### src/rtl/mux8_arb_pkg.sv
// Shared definitions for the 8-requester round-robin mux arbiter.
package mux8_arb_pkg;

    localparam int NUM_REQ = 8;
    localparam int SEL_W   = 3;

    // Output stage state: IDLE = stage empty, HOLD = stage holds a word not yet taken.
    typedef enum logic {
        IDLE = 1'b0,
        HOLD = 1'b1
    } arb_state_e;

    // Converts a one-hot (or all-zero) vector to its bit index. All-zero returns 0.
    function automatic logic [SEL_W-1:0] onehot_to_idx(input logic [NUM_REQ-1:0] oh);
        logic [SEL_W-1:0] idx;
        idx = '0;
        for (int i = 0; i < NUM_REQ; i++) begin
            if (oh[i]) begin
                idx = idx | SEL_W'(i);
            end
        end
        return idx;
    endfunction

endpackage

### src/rtl/rr_pick.sv
// Combinational round-robin pick: rotate requests so ptr sits at bit 0,
// take the lowest set bit, then rotate the index back by adding ptr.
module rr_pick
    import mux8_arb_pkg::*;
(
    input  logic [NUM_REQ-1:0] req,
    input  logic [SEL_W-1:0]   ptr,
    output logic               any,
    output logic [SEL_W-1:0]   win
);

    logic [2*NUM_REQ-1:0] req_dbl;
    logic [NUM_REQ-1:0]   req_rot;
    logic [NUM_REQ-1:0]   rot_oh;

    // Rotate, isolate lowest set bit, and map back to an absolute index.
    always_comb begin
        req_dbl = {req, req} >> ptr;
        req_rot = req_dbl[NUM_REQ-1:0];
        rot_oh  = req_rot & (~req_rot + NUM_REQ'(1));
        win     = onehot_to_idx(rot_oh) + ptr;
        any     = |req;
    end

endmodule

### src/rtl/mux8_rr_arbiter.sv
// Round-robin arbiter driving the 8:1 mux select, with a registered
// valid/ready output stage and a one-cycle grant pulse to the winner.
//
// state | meaning
// IDLE  | output stage empty, next request is captured immediately
// HOLD  | out_data holds a word; a new capture needs out_ready
module mux8_rr_arbiter
    import mux8_arb_pkg::*;
#(
    parameter int DATA_W = 1
) (
    input  logic                      clk,
    input  logic                      rst_n,
    input  logic [NUM_REQ-1:0]        req,
    input  logic [NUM_REQ*DATA_W-1:0] din,
    output logic [NUM_REQ-1:0]        gnt,
    output logic [SEL_W-1:0]          sel,
    output logic                      out_valid,
    input  logic                      out_ready,
    output logic [DATA_W-1:0]         out_data,
    output logic                      busy
);

    arb_state_e           state_q, state_d;
    logic [SEL_W-1:0]     ptr_q, ptr_d;
    logic [SEL_W-1:0]     sel_q, sel_d;
    logic [NUM_REQ-1:0]   gnt_q, gnt_d;
    logic                 valid_q, valid_d;
    logic [DATA_W-1:0]    data_q, data_d;

    logic                 any_req;
    logic [SEL_W-1:0]     win;
    logic [DATA_W-1:0]    din_win;
    logic                 load;

    rr_pick u_pick (
        .req (req),
        .ptr (ptr_q),
        .any (any_req),
        .win (win)
    );

    // Select the winner's data slice from the packed input bus.
    always_comb begin
        din_win = '0;
        for (int i = 0; i < NUM_REQ; i++) begin
            if (win == SEL_W'(i)) begin
                din_win = din[i*DATA_W +: DATA_W];
            end
        end
    end

    // Next-state: capture on load, drain on handshake, otherwise hold everything.
    always_comb begin
        state_d = state_q;
        ptr_d   = ptr_q;
        sel_d   = sel_q;
        gnt_d   = '0;
        valid_d = valid_q;
        data_d  = data_q;
        load    = any_req && ((state_q == IDLE) || out_ready);

        if (load) begin
            sel_d   = win;
            data_d  = din_win;
            valid_d = 1'b1;
            gnt_d   = NUM_REQ'(1) << win;
            ptr_d   = win + SEL_W'(1);
            state_d = HOLD;
        end else if ((state_q == HOLD) && out_ready) begin
            valid_d = 1'b0;
            state_d = IDLE;
        end
    end

    // State, pointer and output registers; reset discards any held word.
    always_ff @(posedge clk or negedge rst_n) begin
        if (!rst_n) begin
            state_q <= IDLE;
            ptr_q   <= '0;
            sel_q   <= '0;
            gnt_q   <= '0;
            valid_q <= 1'b0;
            data_q  <= '0;
        end else begin
            state_q <= state_d;
            ptr_q   <= ptr_d;
            sel_q   <= sel_d;
            gnt_q   <= gnt_d;
            valid_q <= valid_d;
            data_q  <= data_d;
        end
    end

    assign gnt       = gnt_q;
    assign sel       = sel_q;
    assign out_valid = valid_q;
    assign out_data  = data_q;
    assign busy      = valid_q;

endmodule
### config.mk
export PLATFORM = sky130hd
export DESIGN_NAME = mux8_rr_arbiter
export DESIGN_NICKNAME = d
export VERILOG_FILES = /design/src/rtl/mux8_arb_pkg.sv /design/src/rtl/rr_pick.sv /design/src/rtl/mux8_rr_arbiter.sv
export SDC_FILE = /design/constraint.sdc
export NUM_CORES = 1
export LEC_CHECK = 0
export CAP_MARGIN = 20
export CORE_AREA = 4 4 60 62
export DETAILED_ROUTE_END_ITERATION = 10
export DIE_AREA = 0 0 64 66
export HOLD_SLACK_MARGIN = 0.08
export PLACE_DENSITY = 0.75
export SYNTH_ARGS = -nofsm -noshare
export SYNTH_HDL_FRONTEND = slang
export SYNTH_SLANG_ARGS = --single-unit
### constraint.sdc
create_clock -name clk -period 11 [get_ports clk]
set_input_delay 2.2 -clock clk [delete_from_list [all_inputs] [get_ports clk]]
set_output_delay 2.2 -clock clk [all_outputs]
set_load 0.1 [all_outputs]
== Word level (Yosys, flattened, before mapping) ==
Cells that the tools add are included.
Cells by class
  add/subtract/negate cells: 3
  bitwise gates (word level): 3
  reduce and logical (&&, ||, !) cells: 6
  mux-type cells: 18
  div/mod/pow operators: 0
  multiply operators: 0
  order comparisons: 0
  shift operators: 2
  equal/unequal tests: 7
Operators with widths (count)
  $shr A16 B3 Y8: 1
  $eq A3 B3 Y1 const B: 4
  $mux W3: 4
  $mux W1: 11
  $add A8 B1 Y8 const B: 1
  $and A8 B8 Y8: 1
  $mux W8: 1
  $not A8 Y8: 1
  $reduce_or A8 Y1: 1
  $shl A1 B3 Y8 const A: 1
  $eq A3 B2 Y1 const B: 2
  $mux W2: 2
  $add A3 B1 Y3 const B: 1
  $add A3 B3 Y3: 1
  $eq A3 B1 Y1 const B: 1
  $logic_not A3 Y1: 1
  $logic_and A1 B1 Y1: 2
  $reduce_bool A2 Y1: 1
  $logic_or A1 B1 Y1: 1
  $not A1 Y1: 1
Word-level totals
  memory bits (writable): 0
  latch bits: 0
  memories: 0
  word-level logic and storage cells: 44
  bits in registers: 16
  ROM bits: 0

== Longest topological paths before layout ==
  depth in word-level cells: 21
  depth in mapped cells: 22

== Hierarchy ==
Synthesis repeated with hierarchy kept, for this count alone.
Unflattened totals
  cells, all modules: 145
  area total of the unflattened synthesis: 1393.8 µm²
By module, submodules not included
  mux8_rr_arbiter: sequential area each 400.4 µm², area each 734.5 µm², times used 1, cells an instance 71
  rr_pick: sequential area each 0.0 µm², area each 659.4 µm², times used 1, cells an instance 74

== Worst setup path after synthesis ==
OpenSTA, ideal clock, no wires.
  kind: input port to flip-flop
  from: input port req[4]
  to: register data_q, in the netlist out_data
  setup slack: 5658 ps
  stages: 21
  arrival: 5200 ps
  library setup time: 142 ps
  buffers on the path: 2
  cell sequence: clkbuf_2 -> and3b_1 -> a2111oi_0 -> a31oi_1 -> nand3_1 -> nor2_1 -> nor2_1 -> o31ai_1 -> ha_1 -> fa_1 -> xnor2_1 -> and3_1 -> or3_1 -> buf_6 -> ha_1 -> nand2_1 -> o21ai_0 -> mux2i_1 -> o21ai_0 -> nand2_1 -> o211ai_1
Between the ends
  word-level cells in the longest chain between the ends: 21
  elaborated cells between the ends (all ways): 30
  those cells by class: add/sub (2); eq/ne (7); shift (1); mux (15); bitwise (2); reduce/logical (3)
RTL lines
  start: declaration: RTL line mux8_rr_arbiter.sv:14  | input logic [NUM_REQ-1:0] req,
  $shr A16 B3 Y8: RTL line rr_pick.sv:18  | req_dbl = {req, req} >> ptr;
  $not A8 Y8: RTL line rr_pick.sv:20  | rot_oh = req_rot & (~req_rot + NUM_REQ'(1));
  $add A8 B1 Y8: RTL line rr_pick.sv:20
  $and A8 B8 Y8: RTL line rr_pick.sv:20
  $mux W1: RTL line mux8_arb_pkg.sv:18  | if (oh[i]) begin
  $mux W2 (2 in series): RTL line mux8_arb_pkg.sv:18
  $mux W3 (4 in series): RTL line mux8_arb_pkg.sv:18
  $add A3 B3 Y3: RTL line rr_pick.sv:21  | win = onehot_to_idx(rot_oh) + ptr;
  $logic_not A3 Y1: RTL line mux8_rr_arbiter.sv:47  | if (win == SEL_W'(i)) begin
  $mux W1 (8 in series): RTL line mux8_rr_arbiter.sv:47
  end signal: assignment: RTL line mux8_rr_arbiter.sv:91  | data_q <= data_d;
  end: declaration: RTL line mux8_rr_arbiter.sv:29  | logic [DATA_W-1:0] data_q, data_d;
Several ways; a longest one is shown, not always the timed one.
A chain may end at the register's enable or synchronous reset.

== Final worst setup path ==
  from: input port req[2]
  to: register data_q, in the netlist out_data
Same word-level chain as after synthesis.

==> summary.txt <==
Outcome
  – Status: complete, no violations

Hold path
  – Hold Path Stages: 1
  – Worst Hold Class: reg -> reg
  – Hold Crit Start: sel[1]$_DFFE_PN0P_

Yosys
  – Mean area per synthesized cell: around 8.9 um^2
  – Main synth FF type: dfrtp_1
  – Library cells used by synthesis: 50
  – Post-synthesis simple-gate area fraction: 0.1934
  – Synth Cell Area: 1443 um^2
  – Adder-cell area share of the yosys netlist: 0.07459
  – Synth async-reset ratio: 1.000
  – Leading area contributor after synthesis: dfrtp_1
  – Ranking of synthesized cells by area: dfrtp_1 28%, mux2i_1 8.3%, mux2_2 6.2%
  – Synth Instances: 163
  – Mux share of post-synthesis cell area: 0.1709
  – Most frequent cell after synthesis: dfrtp_1
  – Total nets after synthesis: 190
  – Register area share after synthesis: 0.2775
  – Top-area cell type share of the netlist area: 0.2775
  – Largest family of logic cells by synthesized area: simple AND/OR/NAND/NOR gates
  – Synth Area in XOR/XNOR: 0.01214
  – Synth Area in Compound Gates: 0.1830
  – Synthesis-stage register bit count: 16
  – Top cells by count, synth: 16 x dfrtp_1, 12 x a21oi_1, 12 x mux2i_1, 12 x nor2_1, 11 x nand2_1
  – Yosys warnings: 0
  – Post-synth EDFFs: 0

Critical path
  – Worst path bufs/invs: 1
  – FF-to-FF Start: ptr_q[1]$_DFFE_PN0P_
  – CP Class: in -> reg
  – Slowest CP cell: clkdlybuf4s50_1
  – Slowest stage delay, CP: roughly 0.64 ns
  – CP Launch Point: req[2]
  – Startpoint types: input port
  – Arr. time, crit path: 6.10 ns
  – Worst path cell trace: clkdlybuf4s50_1 > and3b_1 > a2111oi_0 > a31oi_1 > a31oi_1 > a211o_1 > a21boi_0 > fa_1 > xnor2_1 > and3_1 > or3_1 > ha_1 > nand2_1 > o21ai_0 > mux2i_1 > o21ai_0 > nand2_1 > o211ai_1
  – Top delay family on crit path: compound AO/OA/AOI/OAI gates
  – CP max FO: 10
  – Cell depth of the worst setup path: 18
  – Reg2reg path depth: 17
  – CP required: ~11 ns
  – Crit. End Element: flip-flop

Layout
  – Antenna diode count: 0
  – Synthesis-to-finish area growth: 22.64%
  – # fillers: 250
  – Fin nets: 214
  – Area of the multi-input gates: 914.6 um^2
  – Proportion of layout cells with a drive suffix above 1: 0.08602
  – FF/Latch Area: 400.4 um^2

Detailed routing
  – DR vias/cell: between 5 and 6
  – Final ANT Viol Nets: 0
  – Drt first pass iters: 4
  – DR DRC count: 0
  – DRT Wirelength: 3222 um
  – Vias: 1263
  – WL/cell: 14.01 um
  – 1st-iter DRT viols: slightly below 60

Global route
  – GR Util All Layers: 0.1530
  – Pin count of the biggest net entering global routing: 29
  – GR Overflow Total: 0
  – Vias in the first global route: 1158
  – Initial antenna violation count: 0
  – First-pass GRT wire length: between 5000 and 6000 um

Placed design
  – Port Buffers: 32
  – Hpwl dp: 2458 um
  – RePlAce Congestion: 0.9344
  – Pre-CTS WS: 4.779 ns

STA
  – Worst-Margin Slew: 0.9979 ns
  – Slew Limit Fails: 0
  – Final hold vios: 0
  – RSZ-0062 raised after global routing: no
  – Slew HR: 0.3348
  – Fmax: 168.4 MHz
  – Setup TNS: 0 ns
  – Final WS setup: between 5 and 6 ns
  – Final Skew: 0.007660 ns
  – Fin crit period: roughly 6 ns
  – Final setup vio count: 0
  – Final Cycle Share: 0.5400

Clock network
  – Clock buffer depth: 2
  – CTS clk-pin slew, worst paths: 0.09 ns
  – Sink Count: 16
  – CTS tree: yes
  – Cts bufs inserted: 3
  – Clock root buffer master: clkbuf_4
  – Clock Latency Late Sink: 0.28 ns
  – CTS resizes: 0
  – H-tree depth: 1
  – Post-CTS setup buffers: 0
  – CTS Hold Bufs: 0

Die
  – Die footprint: 4224 um^2
  – Chip Width: about 64 um
  – Initial Utilization: 0.4764
  – Chip Height: 66 um
  – FP Rows: 20
  – Core footprint: 3028 um^2
  – I/O Pins: 33

Job
  – Max-cap violations: 0
-- cells by family (layout without fill, tap and decap cells) --
logic type,count (synthesis),after routing
and+or+nand+nor,53,53
AOI/OAI and AO/OA,40,40
muxes,22,22
buffers and inverters,22,45
DFF,16,16
adders and majority gates,8,8
xor gates and xnor gates,2,2
-- state kept, by name (all words and copies together) (netlist names) --
| register | flops |
|---|---|
| gnt | 8 |
| ptr_q | 3 |
| sel | 3 |
| busy | 1 |
| out_data | 1 |
-- layout by cell type (no fill, tap or decap), types with 4 or more instances in the layout --
| master | count |
|---|---|
| and3_1 | 7 |
| dfrtp_1 | 16 |
| mux2i_1 | 12 |
| nor2_1 | 12 |
| inv_1 | 7 |
| nand2b_1 | 4 |
| o21ai_0 | 5 |
| ha_1 | 7 |
| clkdlybuf4s50_1 | 32 |
| a21oi_1 | 12 |
| nand2_1 | 11 |
| mux2_2 | 8 |
-- layout make-up --
class | instances | area share
multi-input cells | 125 | 0.5170
flip-flops and latches | 16 | 0.2263
inverters | 8 | 0.01980
well taps | 44 | 0.03112
clock buffers | 4 | 0.02051
repair buffers | 33 | 0.1853
-- through the flow --
step / hold WS [ns] / instances / area, um^2 / util
after floorplan: 0.6776 / 163 / 1443 / -
after CTS: 0.5166 / 229 / 1762 / 0.5818
final: 0.5118 / 230 / 1769 / 0.5843
after global routing: 0.5535 / 230 / 1769 / 0.5843
after global placement: 0.4912 / 225 / 1725 / 0.5698
after detailed placement: 0.4965 / 225 / 1725 / 0.5698
-- path summary, 6_finish.rpt --
kind / endpoint / slack, ns
worst max-delay path: out_data$_DFFE_PN0P_ / 5.06
worst min-delay path: sel[1]$_DFFE_PN0P_ / 0.51
worst max register to register: out_data$_DFFE_PN0P_ / 6.57
worst min register to register: sel[1]$_DFFE_PN0P_ / 0.51
max in group asynchronous: gnt[7]$_DFF_PN0_ / 8.25
min in group asynchronous: gnt[5]$_DFF_PN0_ / 2.32
-- per-layer routing --
layer	GRT usage	vias to the layer above	wire length, um
met5	0	-	0
li1	-	630	-
met4	0.04852	0	31
met3	0.008503	2	119
met1	0.2059	595	1479
met2	0.2619	36	1592
Power is not shown: default switching activity piles up to over one toggle a cycle in this logic, so the estimate is an artifact.
